`src/rtl/exponent_avalon_ctrl_if.sv`:
```
// rtl/exponent_avalon_ctrl_if.sv - Avalon-MM register bus plus exponent core handshake bundle
interface exponent_avalon_ctrl_if #(
    parameter int DATA_W = 32
);
    logic [23:0]       address;
    logic              write;
    logic [DATA_W-1:0] writedata;
    logic              read;
    logic [DATA_W-1:0] readdata;
    logic              irq;
    logic              core_enable;
    logic [DATA_W-1:0] core_x;
    logic [DATA_W-1:0] core_a;
    logic              core_ready;
    logic [DATA_W-1:0] core_p;

    modport slave (
        input  address, write, writedata, read, core_ready, core_p,
        output readdata, irq, core_enable, core_x, core_a
    );

    modport master (
        output address, write, writedata, read, core_ready, core_p,
        input  readdata, irq, core_enable, core_x, core_a
    );
endinterface

```
`src/rtl/exponent_avalon_ctrl.sv`:
```
// rtl/exponent_avalon_ctrl.sv - register front-end and job sequencer for the exponent core
module exponent_avalon_ctrl #(
    parameter int DATA_W  = 32,
    parameter int TIMEOUT = 4096
) (
    input  logic                   clock,
    input  logic                   reset,
    exponent_avalon_ctrl_if.slave  bus
);
    localparam logic [1:0] S_IDLE      = 2'd0;
    localparam logic [1:0] S_LAUNCH    = 2'd1;
    localparam logic [1:0] S_WAIT_LOW  = 2'd2;
    localparam logic [1:0] S_WAIT_HIGH = 2'd3;

    localparam logic [DATA_W-1:0] TIMEOUT_W = DATA_W'(TIMEOUT);
    localparam logic [DATA_W-1:0] CYC_MAX   = {DATA_W{1'b1}};

    logic [1:0]        state_q, state_d;
    logic [DATA_W-1:0] base_q, base_d;
    logic [DATA_W-1:0] exp_q, exp_d;
    logic              irq_en_q, irq_en_d;
    logic              done_q, done_d;
    logic              err_busy_q, err_busy_d;
    logic              err_to_q, err_to_d;
    logic [DATA_W-1:0] result_q, result_d;
    logic [DATA_W-1:0] cycles_q, cycles_d;
    logic [DATA_W-1:0] core_x_q, core_x_d;
    logic [DATA_W-1:0] core_a_q, core_a_d;
    logic              core_enable_q, core_enable_d;
    logic [DATA_W-1:0] readdata_q, readdata_d;

    logic [2:0]        addr;
    logic              busy;
    logic              start_req;
    logic [DATA_W-1:0] status_w;
    logic              unused_addr_hi;

    assign addr           = bus.address[2:0];
    assign unused_addr_hi = ^bus.address[23:3];
    assign busy           = (state_q != S_IDLE);
    assign start_req      = bus.write && (addr == 3'd2) && bus.writedata[0];

    always_comb begin
        status_w      = '0;
        status_w[3:0] = {err_to_q, err_busy_q, done_q, busy};
    end

    always_comb begin
        state_d       = state_q;
        base_d        = base_q;
        exp_d         = exp_q;
        irq_en_d      = irq_en_q;
        done_d        = done_q;
        err_busy_d    = err_busy_q;
        err_to_d      = err_to_q;
        result_d      = result_q;
        cycles_d      = cycles_q;
        core_x_d      = core_x_q;
        core_a_d      = core_a_q;
        core_enable_d = 1'b0;
        readdata_d    = readdata_q;

        // Register writes land first so a clear_done is seen before any start or completion.
        if (bus.write) begin
            case (addr)
                3'd0: base_d = bus.writedata;
                3'd1: exp_d  = bus.writedata;
                3'd2: begin
                    irq_en_d = bus.writedata[2];
                    if (bus.writedata[1]) begin
                        done_d     = 1'b0;
                        err_busy_d = 1'b0;
                    end
                end
                default: ;
            endcase
        end

        if (busy) begin
            if (cycles_q != CYC_MAX) cycles_d = cycles_q + 1'b1;
            if (start_req) err_busy_d = 1'b1;
        end

        case (state_q)
            S_IDLE: begin
                if (start_req) begin
                    core_x_d = base_q;
                    core_a_d = exp_q;
                    done_d   = 1'b0;
                    err_to_d = 1'b0;
                    cycles_d = '0;
                    state_d  = S_LAUNCH;
                end
            end
            S_LAUNCH: begin
                if (bus.core_ready) begin
                    core_enable_d = 1'b1;
                    state_d       = S_WAIT_LOW;
                end
            end
            S_WAIT_LOW: begin
                if (!bus.core_ready) state_d = S_WAIT_HIGH;
            end
            S_WAIT_HIGH: begin
                if (bus.core_ready) begin
                    result_d = bus.core_p;
                    done_d   = 1'b1;
                    state_d  = S_IDLE;
                end
            end
            default: state_d = S_IDLE;
        endcase

        // Watchdog: a completion in the same cycle takes precedence over the abort.
        if (busy && (state_d != S_IDLE) && (cycles_d >= TIMEOUT_W)) begin
            err_to_d      = 1'b1;
            done_d        = 1'b1;
            core_enable_d = 1'b0;
            state_d       = S_IDLE;
        end

        if (bus.read) begin
            case (addr)
                3'd0:    readdata_d = base_q;
                3'd1:    readdata_d = exp_q;
                3'd2:    readdata_d = {{(DATA_W-3){1'b0}}, irq_en_q, 2'b00};
                3'd3:    readdata_d = status_w;
                3'd4:    readdata_d = result_q;
                3'd5:    readdata_d = cycles_q;
                default: readdata_d = '0;
            endcase
        end
    end

    always_ff @(posedge clock or posedge reset) begin
        if (reset) begin
            state_q       <= S_IDLE;
            base_q        <= '0;
            exp_q         <= '0;
            irq_en_q      <= 1'b0;
            done_q        <= 1'b0;
            err_busy_q    <= 1'b0;
            err_to_q      <= 1'b0;
            result_q      <= '0;
            cycles_q      <= '0;
            core_x_q      <= '0;
            core_a_q      <= '0;
            core_enable_q <= 1'b0;
            readdata_q    <= '0;
        end else begin
            state_q       <= state_d;
            base_q        <= base_d;
            exp_q         <= exp_d;
            irq_en_q      <= irq_en_d;
            done_q        <= done_d;
            err_busy_q    <= err_busy_d;
            err_to_q      <= err_to_d;
            result_q      <= result_d;
            cycles_q      <= cycles_d;
            core_x_q      <= core_x_d;
            core_a_q      <= core_a_d;
            core_enable_q <= core_enable_d;
            readdata_q    <= readdata_d;
        end
    end

    assign bus.readdata    = readdata_q;
    assign bus.irq         = done_q & irq_en_q;
    assign bus.core_enable = core_enable_q;
    assign bus.core_x      = core_x_q;
    assign bus.core_a      = core_a_q;
endmodule

```
`src/flat_wrapper.sv`:
```
// flat-port wrapper written by rule: the top's interface ports become plain ports
module exponent_avalon_ctrl_flat 
#(
    parameter int DATA_W  = 32,
    parameter int TIMEOUT = 4096
)
  (clock, reset, bus_address, bus_write, bus_writedata, bus_read, bus_core_ready, bus_core_p, bus_readdata, bus_irq, bus_core_enable, bus_core_x, bus_core_a);
  exponent_avalon_ctrl_if #(.DATA_W(DATA_W)) bus_i ();
  input  logic clock;
  input  logic reset;
  input wire logic [$bits(bus_i.address)-1:0] bus_address;
  input wire logic [$bits(bus_i.write)-1:0] bus_write;
  input wire logic [$bits(bus_i.writedata)-1:0] bus_writedata;
  input wire logic [$bits(bus_i.read)-1:0] bus_read;
  input wire logic [$bits(bus_i.core_ready)-1:0] bus_core_ready;
  input wire logic [$bits(bus_i.core_p)-1:0] bus_core_p;
  output wire logic [$bits(bus_i.readdata)-1:0] bus_readdata;
  output wire logic [$bits(bus_i.irq)-1:0] bus_irq;
  output wire logic [$bits(bus_i.core_enable)-1:0] bus_core_enable;
  output wire logic [$bits(bus_i.core_x)-1:0] bus_core_x;
  output wire logic [$bits(bus_i.core_a)-1:0] bus_core_a;
  assign bus_i.address = bus_address;
  assign bus_i.write = bus_write;
  assign bus_i.writedata = bus_writedata;
  assign bus_i.read = bus_read;
  assign bus_i.core_ready = bus_core_ready;
  assign bus_i.core_p = bus_core_p;
  assign bus_readdata = bus_i.readdata;
  assign bus_irq = bus_i.irq;
  assign bus_core_enable = bus_i.core_enable;
  assign bus_core_x = bus_i.core_x;
  assign bus_core_a = bus_i.core_a;
  exponent_avalon_ctrl #(.DATA_W(DATA_W), .TIMEOUT(TIMEOUT)) u_core (.clock(clock), .reset(reset), .bus(bus_i));
endmodule
```
`config.mk`:
```
export PLATFORM = sky130hd
export DESIGN_NAME = exponent_avalon_ctrl_flat
export DESIGN_NICKNAME = d
export VERILOG_FILES = /design/src/rtl/exponent_avalon_ctrl_if.sv /design/src/rtl/exponent_avalon_ctrl.sv /design/src/flat_wrapper.sv
export SDC_FILE = /design/constraint.sdc
export NUM_CORES = 1
export LEC_CHECK = 0
export CAP_MARGIN = 0
export CORE_ASPECT_RATIO = 1.1
export CORE_MARGIN = 2
export CORE_UTILIZATION = 52
export CTS_CLUSTER_DIAMETER = 40
export DETAILED_ROUTE_END_ITERATION = 10
export PLACE_DENSITY = 0.85
export SLEW_MARGIN = 20
export SYNTH_ARGS = -nofsm -noshare
export SYNTH_HDL_FRONTEND = slang
export SYNTH_SLANG_ARGS = --single-unit
```
`constraint.sdc`:
```
create_clock -name clock -period 9.4 [get_ports clock]
set_input_delay 2.35 -clock clock [delete_from_list [all_inputs] [get_ports clock]]
set_output_delay 2.35 -clock clock [all_outputs]
set_load 0.005 [all_outputs]
```
==> metrics.md, run 1 <==
| Metric | Value |
|---|---|
| Status | finished, final reports clean |
| Synth top area share | 0.567 |
| Clk sinks | 231 |
| Mapped Cells | 942 |
| WL final | roughly 26000 µm |
| Tot GR Track Use | 0.257 |
| Detailed-route DRC error count | 0 |
| Syn Nets | 1040 |
| Grt ovf | 0 |
| Peak supply drop | around 0.16 mV |
| Hold WC Path Type | flop to flop |
| Layout cells sized above 1 | 0.165 |
| Clk Latency, worst-skew pair | around 0.55 ns |
| Worst-path clk slew | roughly 0.060 ns |
| Skew final | about 0.018 ns |
| Worst EP arrival | 6.56 ns |
| Root Buffer | clkbuf_16 |
| Detailed Place HPWL | 16400 µm |
| Count of different cell masters after synthesis | 54 |
| Register share of total power | 0.428 |
| Hold-fix buffers, CTS | 0 |
| Leading area contributor after synthesis | dfrtp_1 |
| Fin crit share | 0.652 |
| Hold_ws | between 0.4 and 0.5 ns |
| Synth Flop Type | dfrtp_1 |
| Final hold vios | 0 |
| Initial antenna violation count | 0 |
| Starting Density | 0.532 |
| Pwr Total | approximately 0.0032 W |
| Post-CTS resize count | 0 |
| Syn Area/Cell | 10.8 µm² |
| Commonest cells post-synth | dfrtp_1 (231), nand2_1 (212), mux2_2 (100) |
| # Post-CTS Setup Buffers | 0 |
| Netlist Area Pre-Place | 0.0102 mm² |
| Setup violators final | 0 |
| Die Ht | 151 µm |
| Setup TNS | 0 ns |
| NetSw | roughly 0.00087 W |
| Port buffer count | 169 |
| Cell row count | 53 |
| H-tree depth | 1 |
| WS Path Type | input port to flop |
| Core Region | about 0.019 mm² |
| Initial drt markers | 566 |
| Total CTS buffers | 30 |
| Pleak | slightly below 6 nW |
| Setup ws final | 3.27 ns |
| Logic pwr share | 0.194 |
| RSZ-0062 raised after global routing | no |
| Fin nets | about 1200 |
| Detail Route Antenna Nets | 0 |
| Slew @ Worst Pin | approximately 1 ns |
| DIE AREA | about 0.021 mm² |
| CTS tree | yes |
| Slew Viols, Final | 0 |
| Ys Warns | 0 |
| Startpoint Class | input port |
| Fmax | roughly 160 MHz |
| Worst endpoint required time | roughly 9.8 ns |
| First-pass GRT wire length | between 40000 and 50000 µm |
| Post-synthesis sequential area ratio | 0.567 |
| Yosys reg bits | approximately 230 |
| P&R area growth vs syn | 28.8% |
| Via count | about 8000 |
| Vias in the first global route | approximately 8200 |
| Tmin final | about 6 ns |
| Pwr Density | between 200 and 250 mW/mm² |
| Clock share of power | 0.379 |
| Max Root-Sink Buffers | 3 |
| Most common cell in the netlist | dfrtp_1 |
| EDFF count, synth | 0 |
| Critical Path End Type | flop |
| Io pins | between 150 and 200 |
| Cell Int Power | between 0.002 and 0.0025 W |
| Switching Share | 0.275 |
| Die X | about 140 µm |
| Routability cong. | 0.902 |
| Detailed Routing Iterations Pass 1 | 5 |
| Slew headroom | 0.316 |
| Area contributors post-synth | dfrtp_1 (57%), mux2_2 (11%), nand2_1 (7.8%) |
| Worst Path Max Fanout | 70 |
| Non-Filler Instances | 1359 |
| Max-cap violations | 0 |
| Vias/cell | slightly below 6 |
| Largest net degree at the start of global routing | 97 |
| Placed cell count | 1303 |
| N_diodes | 0 |
| Wire length per cell | about 19 µm |
| Place WS | between 2 and 3 ns |
| Post-synth ARST share | 1.00 |
==> stage by stage <==
| stage | cell area (µm²) | util |
|---|---|---|
| 5_1_grt | 13100 | 0.685 |
| 2_1_floorplan | 10200 | - |
| 4_1_cts | 13100 | 0.685 |
| 3_3_place_gp | 12100 | 0.629 |
| 3_5_place_dp | 12100 | 0.629 |
| 6_report | 13100 | 0.685 |
==> metal layers <==
| layer | track usage | part of all wire |
|---|---|---|
| met1 | 0.344 | 0.41 |
| met2 | 0.436 | 0.51 |
| met3 | 0.0341 | 0.061 |
| met4 | 0.0861 | 0.025 |
| met5 | 0 | 0 |
==> path summary, 6_finish.rpt <==
kind,from,end,slack [ns],cells after the start
worst max-delay path,bus_address[2],u_core.done_q,3.27,9
worst min-delay path,u_core.bus.core_a[16],u_core.bus.core_a[16],0.47,2
worst max register to register,u_core.state_q[0],u_core.done_q,5.11,9
worst min register to register,u_core.bus.core_a[16],u_core.bus.core_a[16],0.47,2
max in group asynchronous,reset,u_core.bus.readdata[12],5.63,3
min in group asynchronous,reset,u_core.bus.readdata[31],2.31,2
==> cells by family (layout without fill, tap and decap cells) <==
kind of cell | Yosys count | count (layout) | share of synthesized area
and+or+nand+nor | 337 | 337 | 0.146
adders and majority gates | 5 | 5 | 0.00614
xor gates and xnor gates | 30 | 30 | 0.0258
DFF | 231 | 231 | 0.567
AOI/OAI and AO/OA | 129 | 129 | 0.0966
muxes | 107 | 107 | 0.120
buffers and inverters | 103 | 273 | 0.0383
==> layout by cell type (no fill, tap or decap), drive strengths merged, types with 10 or more instances in the layout <==
cell,n
nand2,212
clkdlybuf4s50,169
clkinv,10
clkbuf,33
nor3,10
nand4,17
mux2,100
a22o,30
dfrtp,231
a221oi,29
xnor2,14
nand3,15
a21oi,11
inv,45
nor2,45
xor2,16
o22ai,29
==> worst max-delay path, stage by stage <==
cell             delay (ns)
clkdlybuf4s50_1        0.73
and4bb_2               0.56
nand3_4                0.64
and2_1                 0.46
mux2_2                 0.27
o21bai_1               0.17
or4_1                  0.48
or4_4                  0.58
a22o_1                 0.23
==> sequential cells by signal, indices dropped and copies added (netlist names) <==
| signal | flops |
|---|---|
| u_core.irq_en_q | 1 |
| u_core.base_q | 32 |
| u_core.err_busy_q | 1 |
| u_core.cycles_q | 32 |
| u_core.bus.core_x | 32 |
| u_core.state_q | 2 |
| u_core.bus.core_enable | 1 |
| u_core.exp_q | 32 |
| u_core.done_q | 1 |
| u_core.result_q | 32 |
| u_core.err_to_q | 1 |
| u_core.bus.core_a | 32 |
| u_core.bus.readdata | 32 |
==> power groups by stage <==
stage          clock [W]  sequential [W]  combinational [W]
2_1_floorplan          0         0.00134           0.000281
3_3_place_gp           0         0.00136           0.000594
3_5_place_dp           0         0.00137           0.000616
4_1_cts          0.00122         0.00136           0.000622
5_1_grt          0.00126         0.00138           0.000677
6_report         0.00120         0.00136           0.000615
==> final cells by class <==
class | instances | area [µm²]
fillers | 1416 | 6030
flip-flops and latches | 231 | 5780
multi-input cells | 608 | 4060
clock inverters | 23 | 298
repair buffers | 178 | 1760
clock buffers | 33 | 772
inverters | 39 | 154
well taps | 247 | 309
(Power assumes the default switching activity.)
==> run 2, diff against run 1 <==
Clock period 9.4 ns to 6.3 ns, I/O delays scaled along.
==> run 2 against run 1 <==
  * Register-to-register slack lost 2.9 ns
  * Wire length shrank 0.67%
  * Via count shrank 0.84%
  * Power grew 48%
  * Largest power group unchanged
==> metrics.md, run 2 (synthesized netlist as in run 1, its figures left out) <==
| Metric | Value |
|---|---|
| CTS tree | yes |
| Peak supply drop | ~0.23 mV |
| Cell Int Power | 0.00339 W |
| Hold_sp | u_core.bus.core_x[3] |
| Seq. cell area | roughly 0.0058 mm² |
| Port buffer count | between 150 and 200 |
| Vias/cell | between 5 and 6 |
| Setup TNS | 0 ns |
| Wire length per cell | 19.3 µm |
| FF-to-FF path depth | 10 |
| Most common cell after layout, fill and taps aside | dfrtp_1 |
| Starting Density | 0.532 |
| Clock share of power | 0.373 |
| FF-to-FF End | u_core.done_q |
| Critical Path, Cell by Cell | clkdlybuf4s50_1 -> and4bb_2 -> nand3_2 -> and2_1 -> mux2_2 -> o21bai_1 -> or4_1 -> or4_4 -> a22o_1 |
| Root Buffer | clkbuf_16 |
| Detail Route Antenna Nets | 0 |
| First-pass GRT wire length | 42100 µm |
| Pwr Total | ~0.0047 W |
| N_diodes | 0 |
| Tot GR Track Use | 0.257 |
| WHS Path Cells | 2 |
| Vias in the first global route | just over 8000 |
| Worst-path clk slew | 0.06 ns |
| Clk sinks | around 230 |
| Setup violators final | 0 |
| NetSw | roughly 0.0013 W |
| Max-cap violations | 0 |
| Switching Share | 0.279 |
| Slew @ Worst Pin | around 0.97 ns |
| Critical Path End Type | flop |
| Die X | around 140 µm |
| Detailed-route DRC error count | 0 |
| Multi-input logic area | 0.00405 mm² |
| Filler cell count | about 1400 |
| Worst EP arrival | between 5 and 6 ns |
| Initial antenna violation count | 0 |
| H-tree depth | 1 |
| Fin nets | roughly 1200 |
| Largest stage delay on the critical path | a little over 0.7 ns |
| Pleak | approximately 6 nW |
| Tmin final | about 5 ns |
| Clk Latency, worst-skew pair | approximately 0.53 ns |
| WHS Endpoint | u_core.bus.core_x[3] |
| Logic pwr share | 0.196 |
| Status | finished, final reports clean |
| Slew headroom | 0.354 |
| Final hold vios | 0 |
| Post-CTS resize count | 0 |
| R2R setup slack | 2.22 ns |
| Fin crit share | 0.773 |
| WL final | ~26000 µm |
| Detailed Place HPWL | 16500 µm |
| Largest net degree at the start of global routing | around 130 |
| Io pins | between 150 and 200 |
| Grt ovf | 0 |
| WS Path Type | input port to flop |
| Layout cells sized above 1 | 0.166 |
| Register share of total power | 0.431 |
| Via count | between 7000 and 8000 |
| Hold-fix buffers, CTS | 0 |
| Detailed Routing Iterations Pass 1 | 6 |
| Slew Viols, Final | 0 |
| P&R area growth vs syn | 28.9% |
| Total CTS buffers | 30 |
| Max Root-Sink Buffers | 3 |
| Core Region | 0.0192 mm² |
| RSZ-0062 raised after global routing | no |
| DIE AREA | 0.0207 mm² |
| # Post-CTS Setup Buffers | 0 |
| Die Ht | 151 µm |
| Worst Path Max Fanout | 17 |
| Worst endpoint required time | about 6.7 ns |
| Routability cong. | between 0.9 and 1 |
| Pwr Density | approximately 360 mW/mm² |
| CP max-delay cell | clkdlybuf4s50_1 |
| Cell row count | 53 |
| Fmax | slightly above 200 MHz |
| Initial drt markers | between 400 and 500 |
| Reg2Reg Launch Point | u_core.state_q[0] |
| Startpoint Class | input port |
| Skew final | between 0.009 and 0.01 ns |
| Hold WC Path Type | flop to flop |
| Commonest non-fill, non-tap cells in the layout | dfrtp_1 (231), nand2_1 (211), clkdlybuf4s50_1 (169) |
==> run 2: cell types whose count changed in the layout (fill, tap and decap cells not counted), moves of 2 or more <==
cell	change
buf_12	+2
clkinvlp_4	+4
inv_6	+2
clkinv_2	-3
inv_8	-2
bufinv_16	-2
==> run 2: worst max path at each step <==
stage / start / to / slack, ns
floorplan: reset / u_core.base_q[0] / 1.70
global placement: bus_address[2] / u_core.done_q / 1.03
detailed placement: bus_address[2] / u_core.done_q / 0.97
CTS: bus_address[2] / u_core.done_q / 1.46
global route: bus_address[2] / u_core.done_q / 1.31
finish: bus_address[2] / u_core.done_q / 1.43
==> run 2: cell type report <==
class	count	area share
Sequential cell	231	0.440
Clock inverter	22	0.0191
Timing Repair Buffer	180	0.137
Inverter	39	0.0114
Tap cell	247	0.0235
Clock buffer	34	0.0607
Multi-Input combinational cell	608	0.308
==> run 2: routing by layer <==
metal  up-vias  GRT usage  share of wire
met5         -          0              0
met4         0     0.0701          0.021
met3        60     0.0288          0.059
met2       311      0.452           0.51
met1      3949      0.338           0.41
li1       3582          -              -
==> run 2: worst max-delay path: cells and delay by family <==
family,cells,cell delay [ns]
buffers and inverters,1,0.72
muxes,1,0.27
AOI/OAI and AO/OA,2,0.39
and+or+nand+nor,5,2.33
==> run 2: power by group through the flow <==
stage	clock network (W)	registers, W	logic, W
final	0.00175	0.00203	0.000923
after global routing	0.00184	0.00206	0.00102
after CTS	0.00177	0.00202	0.000931
after detailed placement	0	0.00204	0.000918
after global placement	0	0.00203	0.000887
after floorplan	0	0.00199	0.000420
==> run 2: metrics by stage <==
stage	area (µm²)	hold slack [ns]	worst slack, ns	instances	util
2_1_floorplan	10200	0.452	1.70	942	-
3_3_place_gp	12100	0.457	1.03	1304	0.630
3_5_place_dp	12100	0.462	0.966	1304	0.630
4_1_cts	13100	0.476	1.46	1360	0.685
5_1_grt	13100	0.506	1.31	1361	0.686
6_report	13100	0.472	1.43	1361	0.686
